$ cat src/rtl/lcd_pkg.sv
`default_nettype none
// ============================================================================
//  Module   : lcd_pkg
//  Purpose  : Shared HD44780 4-bit bus definitions: read-engine state
//             encoding, default 100 MHz bus timing and register bit positions.
//  Revision : 1.0 - initial release
// ============================================================================
package lcd_pkg;

  // Read-engine state encoding (explicit 3-bit width)
  typedef enum logic [2:0] {
    ST_IDLE  = 3'd0,
    ST_SETUP = 3'd1,
    ST_EH1   = 3'd2,
    ST_EL1   = 3'd3,
    ST_EH2   = 3'd4,
    ST_EL2   = 3'd5
  } lcd_rd_state_t;

  // Default bus timing in 100 MHz clock cycles
  localparam int C_T_AS      = 6;    // RS/RW setup before E rises (>=40 ns)
  localparam int C_T_PW      = 25;   // E high time per nibble (>=230 ns)
  localparam int C_T_LOW     = 30;   // E low time, completes a >=500 ns E cycle
  localparam int C_MAX_POLLS = 1000; // byte reads before a busy poll gives up
  localparam int C_CW        = 16;   // timing counter width
  localparam int C_PW        = 10;   // poll counter width

  // HD44780 instruction-register bit positions
  localparam int C_BF_BIT    = 7;    // busy flag

endpackage
`default_nettype wire

$ cat src/rtl/lcd_sync2.sv
`default_nettype none
// ============================================================================
//  Module   : lcd_sync2
//  Purpose  : Two-flop synchronizer bringing the asynchronous DB7..DB4 pins
//             into the clk domain.
//  Revision : 1.0 - initial release
// ============================================================================
module lcd_sync2 #(
  parameter int WIDTH = 4
) (
  input  logic             clk,
  input  logic             nrst,
  input  logic [WIDTH-1:0] d,
  output logic [WIDTH-1:0] q
);

  logic [WIDTH-1:0] r_meta;
  logic [WIDTH-1:0] r_sync;

  // Two back-to-back flops; only the second stage is used downstream
  always_ff @(posedge clk or negedge nrst) begin
    if (!nrst) begin
      r_meta <= '0;
      r_sync <= '0;
    end else begin
      r_meta <= d;
      r_sync <= r_meta;
    end
  end

  assign q = r_sync;

endmodule
`default_nettype wire

$ cat src/rtl/lcd_nibble_reader.sv
`default_nettype none
// ============================================================================
//  Module   : lcd_nibble_reader
//  Purpose  : HD44780 4-bit read engine. Runs one RW=1 bus cycle (high nibble
//             then low nibble) and optionally re-reads the instruction
//             register until the busy flag clears or a poll limit is reached.
//  Revision : 1.0 - initial release
// ============================================================================
module lcd_nibble_reader
  import lcd_pkg::*;
#(
  parameter int T_AS      = C_T_AS,
  parameter int T_PW      = C_T_PW,
  parameter int T_LOW     = C_T_LOW,
  parameter int MAX_POLLS = C_MAX_POLLS,
  parameter int CW        = C_CW,
  parameter int PW        = C_PW
) (
  input  logic       clk,
  input  logic       nrst,
  input  logic       rd_req,
  input  logic       rd_rs,
  input  logic       rd_poll,
  output logic       rd_ready,
  output logic [7:0] rd_data,
  output logic       rd_valid,
  output logic       rd_timeout,
  output logic       rd_active,
  output logic       lcd_rs,
  output logic       lcd_rw,
  output logic       lcd_e,
  input  logic [3:0] db_in
);

  lcd_rd_state_t r_state;
  lcd_rd_state_t w_state_nx;

  logic [CW-1:0] r_cnt;
  logic [CW-1:0] w_lim;
  logic          w_last;
  logic [PW-1:0] r_poll_cnt;
  logic          r_rs;
  logic          r_poll_en;
  logic [3:0]    r_hi;
  logic [3:0]    r_lo;
  logic [7:0]    r_data;
  logic          r_valid;
  logic          r_timeout;
  logic [3:0]    w_db;
  logic [7:0]    w_byte;
  logic          w_accept;
  logic          w_again;

  lcd_sync2 #(.WIDTH(4)) u_sync (
    .clk  (clk),
    .nrst (nrst),
    .d    (db_in),
    .q    (w_db)
  );

  assign w_byte   = {r_hi, r_lo};
  assign w_accept = (r_state == ST_IDLE) && rd_req;
  // Another poll pass only while BF is still set and the read budget remains
  assign w_again  = r_poll_en && w_byte[C_BF_BIT] &&
                    (r_poll_cnt < PW'(MAX_POLLS - 1));

  // Select the dwell time of the current state
  always_comb begin
    w_lim = CW'(1);
    case (r_state)
      ST_SETUP:         w_lim = CW'(T_AS);
      ST_EH1, ST_EH2:   w_lim = CW'(T_PW);
      ST_EL1, ST_EL2:   w_lim = CW'(T_LOW);
      default:          w_lim = CW'(1);
    endcase
  end

  assign w_last = (r_cnt == (w_lim - CW'(1)));

  // State register
  always_ff @(posedge clk or negedge nrst) begin
    if (!nrst) r_state <= ST_IDLE;
    else       r_state <= w_state_nx;
  end

  // Next-state logic: each timed state advances on its final count
  always_comb begin
    w_state_nx = r_state;
    case (r_state)
      ST_IDLE:  if (rd_req) w_state_nx = ST_SETUP;
      ST_SETUP: if (w_last) w_state_nx = ST_EH1;
      ST_EH1:   if (w_last) w_state_nx = ST_EL1;
      ST_EL1:   if (w_last) w_state_nx = ST_EH2;
      ST_EH2:   if (w_last) w_state_nx = ST_EL2;
      ST_EL2:   if (w_last) w_state_nx = w_again ? ST_EH1 : ST_IDLE;
      default:  w_state_nx = ST_IDLE;
    endcase
  end

  // Bus pin and handshake decode; RS/RW only move on IDLE transitions
  always_comb begin
    lcd_e     = (r_state == ST_EH1) || (r_state == ST_EH2);
    rd_active = (r_state != ST_IDLE);
    rd_ready  = (r_state == ST_IDLE);
    lcd_rw    = rd_active;
    lcd_rs    = rd_active && r_rs;
  end

  // Dwell counter restarts on every state entry and idles at zero
  always_ff @(posedge clk or negedge nrst) begin
    if (!nrst)                                            r_cnt <= '0;
    else if (r_state == ST_IDLE || w_state_nx != r_state) r_cnt <= '0;
    else                                                  r_cnt <= r_cnt + CW'(1);
  end

  // Request capture, nibble sampling, poll bookkeeping and result delivery
  always_ff @(posedge clk or negedge nrst) begin
    if (!nrst) begin
      r_rs       <= 1'b0;
      r_poll_en  <= 1'b0;
      r_poll_cnt <= '0;
      r_hi       <= '0;
      r_lo       <= '0;
      r_data     <= '0;
      r_valid    <= 1'b0;
      r_timeout  <= 1'b0;
    end else begin
      r_valid <= 1'b0;
      if (w_accept) begin
        r_rs       <= rd_rs;
        r_poll_en  <= rd_poll & ~rd_rs;
        r_poll_cnt <= '0;
      end
      if (r_state == ST_EH1 && w_last) r_hi <= w_db;
      if (r_state == ST_EH2 && w_last) r_lo <= w_db;
      if (r_state == ST_EL2 && w_last) begin
        if (w_again) begin
          r_poll_cnt <= r_poll_cnt + PW'(1);
        end else begin
          r_data    <= w_byte;
          r_valid   <= 1'b1;
          r_timeout <= r_poll_en & w_byte[C_BF_BIT];
        end
      end
    end
  end

  assign rd_data    = r_data;
  assign rd_valid   = r_valid;
  assign rd_timeout = r_timeout;

endmodule
`default_nettype wire
$ cat config.mk
export PLATFORM = sky130hd
export DESIGN_NAME = lcd_nibble_reader
export DESIGN_NICKNAME = d
export VERILOG_FILES = /design/src/rtl/lcd_pkg.sv /design/src/rtl/lcd_sync2.sv /design/src/rtl/lcd_nibble_reader.sv
export SDC_FILE = /design/constraint.sdc
export NUM_CORES = 1
export LEC_CHECK = 0
export ABC_AREA = 1
export BUFFER_PORTS_ARGS = -buffer_cell sky130_fd_sc_hd__buf_4
export CORE_UTILIZATION = 36
export CTS_CLUSTER_SIZE = 12
export DETAILED_ROUTE_END_ITERATION = 10
export GPL_TIMING_DRIVEN = 0
export SYNTH_ARGS = -nofsm -noshare
export SYNTH_HDL_FRONTEND = slang
export SYNTH_SLANG_ARGS = --single-unit
$ cat constraint.sdc
create_clock -name clk -period 4.5 [get_ports clk]
set_input_delay 0.225 -clock clk [delete_from_list [all_inputs] [get_ports clk]]
set_output_delay 0.225 -clock clk [all_outputs]
set_load 0.005 [all_outputs]
# Yosys cells after proc, flatten, opt, wreduce, memory -nomap -nowiden
# Index checks and enable logic that the tools add are counted.
[totals]
register_bits = 57
latchBits = 0
ramBits = 0
mem_bits_ro = 0
in_bits = 9
output_inout_bits = 15
elab_cells = 56
n_memories = 0
[classes]
n_addsub = 3
n_mul = 0
div_mod_pow = 0
order_cmp = 1
n_eq_ne = 7
shifts = 0
mux = 15
n_bitwise = 4
n_reduce_logical = 14
[op_table]
columns = ["cell", "count"]
rows = [
  ["$mux 10", 3],
  ["$mux 3", 6],
  ["$pmux 3 s6", 1],
  ["$add 16x1->16 const B", 1],
  ["$eq 16x16->1", 1],
  ["$mux 16", 1],
  ["$sub 16x1->16 const B", 1],
  ["$pmux 5 s3", 1],
  ["$add 10x1->10 const B", 1],
  ["$lt 10x10->1 const B", 1],
  ["$logic_and 1x1->1", 7],
  ["$eq 3x2->1 const B", 2],
  ["$eq 3x3->1 const B", 2],
  ["$reduce_or 2->1", 2],
  ["$eq 3x1->1 const B", 1],
  ["$logic_not 3->1", 1],
  ["$ne 3x3->1", 1],
  ["$reduce_bool 3->1", 1],
  ["$and 1x1->1", 2],
  ["$logic_or 1x1->1", 2],
  ["$mux 1", 2],
  ["$mux 2", 1],
  ["$not 1->1", 2],
  ["$reduce_and 2->1", 1],
]

# Depth between registers and ports, before layout
# Gate-level depths: netlist of the first run.
[depth]
ltp_word = 10
ltp_mapped = 16
ltp_nobuf = 15

# By module
# From an unflattened synthesis of the first run, not the netlist that was laid out.
[unflattened]
cells_unflattened = 347
hier_area_um2 = 2991.6
[by_module_without_submodules]
columns = ["mod", "instances", "cells_each", "area_per_inst_um2", "seq_area_each_um2"]
rows = [
  ["lcd_nibble_reader", 1, 339, 2791.4, 1226.2],
  ["lcd_sync2", 1, 8, 200.2, 200.2],
]

# Worst setup path before layout of the first run
# OpenSTA, ideal clock, no wires.
[synth_timing]
kind = "register -> register"
from = "register r_state[1]"
to = "register r_cnt[9]"
setup_ns = 0.124
arrival_time_ns = 1.989
t_required_ns = 4.376
setup_slack_ns = 2.386
stages_incl_launch_ff = 16
path_buffers = 2
period_less_slack_ns = 2.114
path_cell_list = "dfrtp_1 -> buf_6 -> nand2_2 -> nand2_2 -> ha_1 -> nand2_1 -> nand2_1 -> nor2_8 -> nand2_1 -> nor2_4 -> nand3_4 -> a21oi_2 -> nor2_2 -> nand2_4 -> buf_12 -> nor2_4"
[synth_via]
elab_chain_len = 10
word_cells_on_any_way = 21
classes_between = "1 x add/sub; 7 x eq/ne; 9 x mux; 4 x reduce/logical"
[synth_rtl]
columns = ["element", "line_no", "rtl"]
rows = [
  ["from (decl)", "lcd_nibble_reader.sv:35", "lcd_rd_state_t r_state;"],
  ["from (signal assigned)", "lcd_nibble_reader.sv:83", "else r_state <= w_state_nx;"],
  ["$eq 3x3->1 or $eq 3x2->1 (tied branches)", "lcd_nibble_reader.sv:70, lcd_nibble_reader.sv:89", ""],
  ["$reduce_or 2->1", "lcd_nibble_reader.sv:70", "case (r_state)"],
  ["$pmux 5 s3", "lcd_nibble_reader.sv:70", ""],
  ["$sub 16x1->16", "lcd_nibble_reader.sv:78", "assign w_last = (r_cnt == (w_lim - CW'(1)));"],
  ["$eq 16x16->1", "lcd_nibble_reader.sv:78", ""],
  ["$mux 3, on equally long branches", "--", ""],
  ["$pmux 3 s6", "lcd_nibble_reader.sv:89", "case (r_state)"],
  ["$ne 3x3->1", "lcd_nibble_reader.sv:112", "else if (r_state == ST_IDLE || w_state_nx != r_state) r_cnt <= '0;"],
  ["$logic_or 1x1->1 (*)", "lcd_nibble_reader.sv:112", ""],
  ["$mux 16 (*)", "lcd_nibble_reader.sv:112", ""],
  ["to (signal assigned)", "lcd_nibble_reader.sv:113", "else r_cnt <= r_cnt + CW'(1);"],
  ["to (decl)", "lcd_nibble_reader.sv:38", "logic [CW-1:0] r_cnt;"],
]
# Mark *: on every way between the ends. The rest lies on a longest branch, timed or not.
# A chain may end at the register's enable or synchronous reset.

# Worst setup path in the final report of the first run
[layout_timing]
from = "register r_state[1]"
to = "register r_cnt[11]"
# Same word-level chain as after synthesis.

==> results.json, run 1 <==
{
  "clk_pin_slew_ps": 80,
  "rows": 32,
  "wl_per_cell_um": 11.2,
  "final.setup.tns_ps": 0,
  "num-fill-cells": 783,
  "intPower_mw": 0.842,
  "combPwrFrac": 0.019,
  "p_clk_frac": 0.501,
  "period_needed_ps": 2290,
  "core_um2": 7890,
  "ys_warn_count": 0,
  "die_w_um": 93.2,
  "placed_cells": 472,
  "grt_pass1_wl_um": 9630,
  "drcViolationCount": 0,
  "power.density_nw_per_um2": 303,
  "synth_fp_nets": 359,
  "slew_violations": 0,
  "final_nets": 398,
  "firstDrtPassIters": 4,
  "mostFrequentLayoutCells": "90 x nand2_1, 57 x dfrtp_1, 34 x nor2_1",
  "cts_buffers": 9,
  "num_antenna_cells": 0,
  "synth.distinct_cells": 32,
  "clk_latency_ps": 340,
  "drive_gt1_frac": 0.228,
  "r2r_setup_slack_ps": 2210,
  "fmax_mhz": 436,
  "vias": 2262,
  "areaGrowthSynthToFinish_pct": 19.3,
  "wl_um": 5510,
  "synth.avg_cell_area_um2": 8.62,
  "synth_seq_cells": 57,
  "tightestPinTransition_ps": 732,
  "gr-total-overflow": 0,
  "slew_headroom": 0.508,
  "startpoint_type": "register",
  "syn_inst": 347,
  "hold_class": "primary input to register",
  "status": "finished, final reports clean",
  "gp_congestion": 0.808,
  "die_h_um": 93.2,
  "io_buffers": 23,
  "avgViaCountPerCell": 4.59,
  "final_common_cell": "nand2_1",
  "dieArea_um2": 8680,
  "post-route-period-util": 0.509,
  "synth-seq-area-share": 0.477,
  "cp_max_fo": 10,
  "swShare": 0.222,
  "synth_area_leader_cell": "dfrtp_1",
  "globalRouteTotalUtil": 0.143,
  "htree_levels": 3,
  "critPathKind": "register to register",
  "p_sw_mw": 0.241,
  "vdd_drop_max_uv": 169,
  "worstPathRequired_ps": 4720,
  "p_seq_frac": 0.480,
  "dpl.hpwl_um": 3900,
  "drt_iter0_markers": 74,
  "syn_area_um2": 2990,
  "cts-resized-gates": 0,
  "synth.area.top_cells": "dfrtp_1 48%, nand2_1 11%, nor2_4 4.9%",
  "start_util": 0.379,
  "grt_max_degree": 58,
  "rsz0062_at_grt": "no",
  "antenna_left": 0,
  "antenna_found_initial": 0,
  "clockBufferDepth": 2,
  "critPathCaptureType": "register",
  "hold_viol_final": 0,
  "cts.sinks": 57,
  "fin_cells": 493,
  "post-cts-setup-buffers": 0,
  "fin_worst_skew_ps": 10.4,
  "p_leak_nw": 1.71,
  "cts_root_buffer": "clkbuf_8",
  "setup_viol": 0,
  "cp_data_arrival_time_ps": 2510,
  "tritoncts": "done",
  "synth_top_area_frac": 0.477,
  "drv_cap": 0,
  "ios": 24,
  "grt_pass1_vias": 2138
}
-- what timing repair did --
| item | CTS | global route |
|---|---|---|
| endpoints found under the hold margin | 61 | 0 |
| hold buffers | 5 | 0 |
| endpoints found under the setup margin | 0 | 0 |
-- synth_stat cells --
library cell  number
nor3_4             1
buf_4              1
nor3_1             5
o21ai_1            7
xor2_1            11
a21oi_2            1
a22o_1             1
nand2_2           11
nand3_4            2
nor2_8             1
nor2_4            13
o21ai_0           17
a21oi_1            2
nand4_1            9
dfrtp_1           57
nor3b_1            1
ha_1               3
inv_1             26
nor2_1            34
nand3b_1           1
xnor2_1            6
nor4_1             1
buf_6              3
nor2_2             3
o21ai_2            2
nand3_1           26
clkinv_2           1
buf_2              1
inv_2              8
nand2_4            1
nand2_1           90
buf_12             1
-- per-layer routing --
metal	track usage	part of all wire	vias to the layer above
met5	0	0	-
met4	0.0538	0.0089	0
met3	0.0415	0.023	4
met2	0.228	0.45	26
met1	0.183	0.51	1043
li1	-	-	1189
-- area by class of cell --
| class | instances | area [µm²] | share of cell area |
|---|---|---|---|
| repair buffers | 28 | 223 | 0.0624 |
| flip-flops and latches | 57 | 1430 | 0.400 |
| plain buffers | 6 | 66.3 | 0.0186 |
| clock buffers | 9 | 124 | 0.0347 |
| well taps | 102 | 128 | 0.0358 |
| inverters | 35 | 133 | 0.0372 |
| multi-input cells | 249 | 1370 | 0.383 |
| clock inverters | 7 | 103 | 0.0288 |
-- state kept, by name, indices dropped and copies added (netlist names) --
name	cells
r_poll_cnt	10
u_sync.r_meta	4
r_hi	4
rd_data	8
r_rs	1
r_lo	4
rd_timeout	1
r_cnt	16
rd_valid	1
r_poll_en	1
r_state	3
u_sync.q	4
-- final timing paths --
kind                                                  from                       to  cells after the start
worst max-delay path                  r_state[1]$_DFF_PN0_      r_cnt[11]$_DFF_PN0_                     15
worst min-delay path                               rd_poll    r_poll_en$_DFFE_PN0P_                      2
worst max register to register        r_state[1]$_DFF_PN0_      r_cnt[11]$_DFF_PN0_                     15
worst min register to register  u_sync.r_meta[0]$_DFF_PN0_    u_sync.q[0]$_DFF_PN0_                      0
max in group asynchronous                             nrst       r_cnt[2]$_DFF_PN0_                      2
min in group asynchronous                             nrst  r_poll_cnt[9]$_DFF_PN0_                      2
-- kinds of logic after synthesis --
kind of cell	synth area share
and+or+nand+nor	0.339
DFF	0.477
buffers and inverters	0.0665
AOI/OAI and AO/OA	0.0552
xor gates and xnor gates	0.0498
adders and majority gates	0.0125
-- stage by stage --
stage	setup slack (ps)	cell area (µm²)	util	power (mW)	hold slack (ps)
6_report	2210	3570	0.452	1.08	102
5_1_grt	2010	3570	0.452	1.12	104
4_1_cts	2180	3570	0.452	1.10	83.4
3_5_place_dp	2200	3290	0.417	0.548	336
3_3_place_gp	2240	3290	0.417	0.548	334
2_1_floorplan	2390	2990	-	0.531	-70.6
-- critical path, stage by stage, from the launching register on --
cell,delay [ps]
dfrtp_1,380
buf_6,140
nand2_2,90
nand2_2,60
ha_1,300
nand2_1,70
nand2_1,120
nor2_8,150
nand2_1,90
nor2_4,130
nand3_4,100
a21oi_2,150
nor2_2,60
nand2_4,110
buf_12,190
nor2_4,30
-- power by group through the flow --
stage / clock, mW / combinational [mW] / sequential [mW]
floorplan: 0 / 0.00205 / 0.529
global placement: 0 / 0.0182 / 0.529
finish: 0.542 / 0.0207 / 0.519
global route: 0.580 / 0.0243 / 0.520
detailed placement: 0 / 0.0185 / 0.529
CTS: 0.561 / 0.0219 / 0.519
Power figures use the tool's default switching activity.
==> run 2: changes to the inputs <==
==> constraint.sdc (replaced) <==
create_clock -name clk -period 2.39 [get_ports clk]
set_input_delay 0.1195 -clock clk [delete_from_list [all_inputs] [get_ports clk]]
set_output_delay 0.1195 -clock clk [all_outputs]
set_load 0.005 [all_outputs]
==> run 2 against run 1 <==
Effect of this change: register-to-register slack lost 2100 ps; clock power increased by 88%; critical path depth unchanged; first-iteration DRC count shrank 8.1%; clock skew is essentially flat; die area unchanged; cell count increased by 1.0%; sequential power rose by 88%; worst setup slack got worse by 2100 ps; clock-buffer cell count did not move; combinational power up 95%.
==> results.json, run 2 (synthesized netlist as in run 1, its figures left out) <==
{
  "grt_max_degree": 58,
  "drive_gt1_frac": 0.242,
  "r2r_setup_slack_ps": 150,
  "wl_um": 5660,
  "die_h_um": 93.2,
  "final_util": 0.462,
  "vias": 2303,
  "drv_cap": 0,
  "ios": 24,
  "wl_per_cell_um": 11.4,
  "startpoint_type": "register",
  "slew_headroom": 0.516,
  "globalRouteTotalUtil": 0.143,
  "regArea_um2": 1430,
  "vdd_drop_max_uv": 319,
  "tritoncts": "done",
  "hold_viol_final": 0,
  "clockBufferDepth": 2,
  "critPathCaptureType": "register",
  "crit_path_start": "r_state[1]$_DFF_PN0_",
  "dpl.hpwl_um": 3900,
  "p_leak_nw": 1.74,
  "fin_cells": 498,
  "dieArea_um2": 8680,
  "r2r.worst_path.cells": 15,
  "gp_congestion": 0.808,
  "reg2reg_to": "r_cnt[13]$_DFF_PN0_",
  "place_ws_ps": 94.3,
  "cts_buffers": 9,
  "htree_levels": 3,
  "placed_cells": 472,
  "cp_data_arrival_time_ps": 2460,
  "drcViolationCount": 0,
  "grt_pass1_wl_um": 9630,
  "firstDrtPassIters": 4,
  "start_util": 0.379,
  "worstPathRequired_ps": 2620,
  "period_needed_ps": 2240,
  "setup_viol": 0,
  "r2r_start": "r_state[1]$_DFF_PN0_",
  "cts_root_buffer": "clkbuf_8",
  "cts.sinks": 57,
  "num-fill-cells": 770,
  "setup_ws_ps": 155,
  "tightestPinTransition_ps": 727,
  "antenna_left": 0,
  "fmax_mhz": 447,
  "cp_max_fo": 8,
  "mostFrequentLayoutCells": "88 x nand2_1, 56 x dfrtp_1, 34 x nor2_1",
  "areaGrowthSynthToFinish_pct": 21.7,
  "drt_iter0_markers": 68,
  "power.density_nw_per_um2": 561,
  "critPathKind": "register to register",
  "clk_pin_slew_ps": 80,
  "fin_worst_skew_ps": 10.9,
  "holdWs_ps": 45.0,
  "gr-total-overflow": 0,
  "hold_class": "primary input to register",
  "grt_pass1_vias": 2138,
  "clk_latency_ps": 340,
  "core_um2": 7890,
  "final_nets": 403,
  "antenna_found_initial": 0,
  "rsz0062_at_grt": "no",
  "largest_reg_flops": 16,
  "multi_input_area_um2": 1380,
  "final.setup.tns_ps": 0,
  "worstSetupEndpoint": "r_cnt[13]$_DFF_PN0_",
  "post-route-period-util": 0.935,
  "top_register": "r_cnt",
  "status": "finished, final reports clean",
  "num_antenna_cells": 0,
  "io_buffers": 23,
  "slew_violations": 0,
  "die_w_um": 93.2,
  "rows": 32,
  "avgViaCountPerCell": 4.62,
  "final_common_cell": "nand2_1"
}
==> run 2: changes by cell type in the layout (fill, tap and decap cells not counted), sizes merged <==
| cell | before | now |
|---|---|---|
| buf | 29 | 32 |
| clkbuf | 9 | 10 |
| dlygate4sd3 | 5 | 6 |
==> run 2: timing repair <==
action                                  CTS  global route
resized for setup                         0             5
endpoints found under the setup margin    0            19
hold endpoints to repair                 62             0
setup buffers                             0             3
hold buffers                              6             0
==> run 2: layer usage <==
metal | track usage | routed length, µm | vias up
met5 | 0 | 0 | -
met4 | 0.0538 | 88 | 0
met3 | 0.0415 | 169 | 11
met2 | 0.228 | 2560 | 27
met1 | 0.183 | 2840 | 1065
li1 | - | - | 1200
==> run 2: worst min-delay path by stage <==
stage                                             to  slack [ps]  startpoint  depth (start not counted)
after floorplan                   r_cnt[0]$_DFF_PN0_        -180        nrst                          0
after global placement       r_poll_cnt[9]$_DFF_PN0_         230        nrst                          1
after detailed placement  u_sync.r_meta[1]$_DFF_PN0_         230    db_in[1]                          1
after CTS                           r_rs$_DFFE_PN0P_          40       rd_rs                          3
after global routing                r_rs$_DFFE_PN0P_         110       rd_rs                          3
final                               r_rs$_DFFE_PN0P_          50       rd_rs                          3
==> run 2: layout make-up <==
type	instances	share of cell area
timing repair buffer	33	0.0769
tap	102	0.0350
sequential	57	0.392
multi-input combinational	249	0.379
inverter	35	0.0364
clock inverter	7	0.0282
clock buffer	9	0.0340
buffer	6	0.0182
==> run 2: through the flow <==
stage	instance area [µm²]	power, mW
global route	3640	2.12
detailed placement	3290	1.03
CTS	3580	2.08
floorplan	2990	1.00
global placement	3290	1.03
finish	3640	2.04
==> run 2: worst max-delay path: stages (launching register included) <==
cell	delay, ps
dfrtp_1	380
buf_6	140
nand2_4	70
nand2_2	50
ha_1	300
nand2_1	80
nand2_2	90
nor2_8	140
nand2_2	70
nor2_4	140
nand3_4	110
a21oi_2	160
nor2_2	60
nand2_4	110
clkbuf_16	180
nor2_4	30
==> run 2: where the power goes <==
group	internal (mW)	switching (mW)	leakage (nW)
logic	0.0164	0.0239	0.905
clock network	0.595	0.429	0.110
registers	0.974	0.00379	0.721
total	1.59	0.457	1.74
==> run 3: changes to the inputs <==
--- a/config.mk
+++ b/config.mk
@@ -11,6 +11,7 @@
 export CTS_CLUSTER_SIZE = 12
 export DETAILED_ROUTE_END_ITERATION = 10
 export GPL_TIMING_DRIVEN = 0
+export PLACE_DENSITY = 0.5
 export SYNTH_ARGS = -nofsm -noshare
 export SYNTH_HDL_FRONTEND = slang
 export SYNTH_SLANG_ARGS = --single-unit
==> constraint.sdc (replaced) <==
create_clock -name clk -period 2.4 [get_ports clk]
set_input_delay 0.12 -clock clk [delete_from_list [all_inputs] [get_ports clk]]
set_output_delay 0.12 -clock clk [all_outputs]
set_load 0.005 [all_outputs]
==> run 3 against run 2 <==
Effect of this change: register-to-register slack barely moved; worst hold slack improved by 34 ps; via count fell by 0.17%; critical path depth rose by 1; fmax fell by 0.56%; worst setup slack got worse by 2.5 ps; flip-flop and latch count did not move; critical endpoint is now r_cnt[14]$_DFF_PN0_; largest cell class unchanged; highest routed layer unchanged.
==> results.json, run 3 (synthesized netlist as in run 1, its figures left out) <==
{
  "status": "finished, final reports clean",
  "die_h_um": 93.2,
  "start_util": 0.379,
  "startpoint_type": "register",
  "holdWs_ps": 78.8,
  "fmax_mhz": 445,
  "intPower_mw": 1.58,
  "dieArea_um2": 8680,
  "antenna_found_initial": 0,
  "grt_pass1_vias": 2193,
  "hold_class": "primary input to register",
  "fin_worst_skew_ps": 10.4,
  "cts.sinks": 57,
  "areaGrowthSynthToFinish_pct": 21.9,
  "critPathKind": "register to register",
  "drt_iter0_markers": 112,
  "period_needed_ps": 2250,
  "grt_pass1_wl_um": 10000,
  "final.setup.tns_ps": 0,
  "rows": 32,
  "r2r_setup_slack_ps": 150,
  "final_nets": 403,
  "drv_cap": 0,
  "p_seq_frac": 0.480,
  "swShare": 0.221,
  "die_w_um": 93.2,
  "gp_congestion": 0.790,
  "clk_pin_slew_ps": 70,
  "grt_max_degree": 58,
  "clockBufferDepth": 2,
  "clk_latency_ps": 340,
  "combPwrFrac": 0.020,
  "drcViolationCount": 0,
  "largest_reg_flops": 16,
  "core_um2": 7890,
  "cts_buffers": 9,
  "tritoncts": "done",
  "setup_ws_ps": 152,
  "post-route-period-util": 0.937,
  "reg2reg_to": "r_cnt[14]$_DFF_PN0_",
  "num_antenna_cells": 0,
  "io_buffers": 23,
  "min_from": "rd_rs",
  "cp_data_arrival_time_ps": 2470,
  "antenna_left": 0,
  "firstDrtPassIters": 4,
  "gr-total-overflow": 0,
  "ios": 24,
  "wl_um": 5820,
  "avgViaCountPerCell": 4.62,
  "cp_max_fo": 8,
  "placed_cells": 472,
  "dpl.hpwl_um": 4070,
  "globalRouteTotalUtil": 0.150,
  "vdd_drop_max_uv": 298,
  "holdPathEnd": "r_rs$_DFFE_PN0P_",
  "mostFrequentLayoutCells": "87 x nand2_1, 57 x dfrtp_1, 34 x nor2_1",
  "fin_cells": 498,
  "r2r.worst_path.cells": 16,
  "wl_per_cell_um": 11.7,
  "hold_viol_final": 0,
  "worstPathRequired_ps": 2620,
  "power.density_nw_per_um2": 556,
  "p_leak_nw": 1.73,
  "drive_gt1_frac": 0.245,
  "p_clk_frac": 0.500,
  "critPathCaptureType": "register",
  "total_power_mw": 2.03,
  "slew_violations": 0,
  "htree_levels": 3,
  "p_sw_mw": 0.449,
  "setup_viol": 0,
  "slew_headroom": 0.529,
  "final_common_cell": "nand2_1",
  "top_register": "r_cnt",
  "r2r_start": "r_state[1]$_DFF_PN0_",
  "whs_path_depth": 3,
  "cts_root_buffer": "clkbuf_8",
  "vias": 2299,
  "tightestPinTransition_ps": 707,
  "place_ws_ps": 114
}
run 3: changes by cell type in the layout (fill, tap and decap cells not counted):
cell     change
nor2_2       +1
ha_4         +1
nor2_4       -1
nand2_2      +2
nand2_4      -1
dfrtp_1      +1
nand2_1      -1
ha_1         -1
dfrtp_2      -1
run 3: power by group through the flow:
stage / Sequential [mW] / Combinational (mW) / Clock, mW
floorplan: 0.992 / 0.00385 / 0
global placement: 0.993 / 0.0358 / 0
detailed placement: 0.993 / 0.0356 / 0
CTS: 0.974 / 0.0433 / 1.05
global route: 0.975 / 0.0471 / 1.09
finish: 0.974 / 0.0404 / 1.01
run 3: final cells by class:
| cell class | instances | area (µm²) |
|---|---|---|
| multi-input combinational | 249 | 1390 |
| clock inverter | 7 | 103 |
| timing repair buffer | 33 | 280 |
| buffer | 6 | 66.3 |
| sequential | 57 | 1430 |
| clock buffer | 9 | 124 |
| tap | 102 | 128 |
| fill | 774 | 4240 |
| inverter | 35 | 133 |
run 3: worst max-delay path by stage:
stage / start / endpoint / cells past startpoint
detailed placement: r_state[1]$_DFF_PN0_ / r_cnt[10]$_DFF_PN0_ / 16
global route: r_state[1]$_DFF_PN0_ / r_cnt[8]$_DFF_PN0_ / 16
finish: r_state[1]$_DFF_PN0_ / r_cnt[14]$_DFF_PN0_ / 16
floorplan: r_state[1]$_DFF_PN0_ / r_cnt[9]$_DFF_PN0_ / 15
global placement: r_state[1]$_DFF_PN0_ / r_cnt[10]$_DFF_PN0_ / 15
CTS: r_state[1]$_DFF_PN0_ / r_lo[2]$_DFFE_PN0P_ / 13
run 3: routing by layer:
metal | share of wire | GRT usage
met4 | 0.0086 | 0.0423
met3 | 0.031 | 0.0537
met1 | 0.46 | 0.180
met5 | 0 | 0
met2 | 0.50 | 0.252
run 3: what timing repair did:
action / 4_1_cts / 5_1_grt
endpoints found under the setup margin: 0 / 25
resized for setup: 0 / 4
endpoints found under the hold margin: 62 / 0
hold buffers: 6 / 0
buffers inserted: 0 / 3
run 3: per-stage QoR:
| stage | utilization | area, µm² |
|---|---|---|
| after floorplan | - | 2990 |
| after global placement | 0.417 | 3290 |
| after detailed placement | 0.417 | 3290 |
| after CTS | 0.454 | 3580 |
| after global routing | 0.462 | 3650 |
| final | 0.462 | 3650 |
run 3: critical path, cell delays in order, from the launching register on:
cell       delay, ps
dfrtp_1          370
buf_6            140
nand2_2          100
nand2_2           90
ha_4             270
inv_1             30
nand2_1           60
nand2_2           80
nor2_8           130
nand2_2           70
nor2_4           140
nand3_4          100
a21oi_2          140
nor2_2            60
nand2_4          130
clkbuf_16        180
nor2_4            30
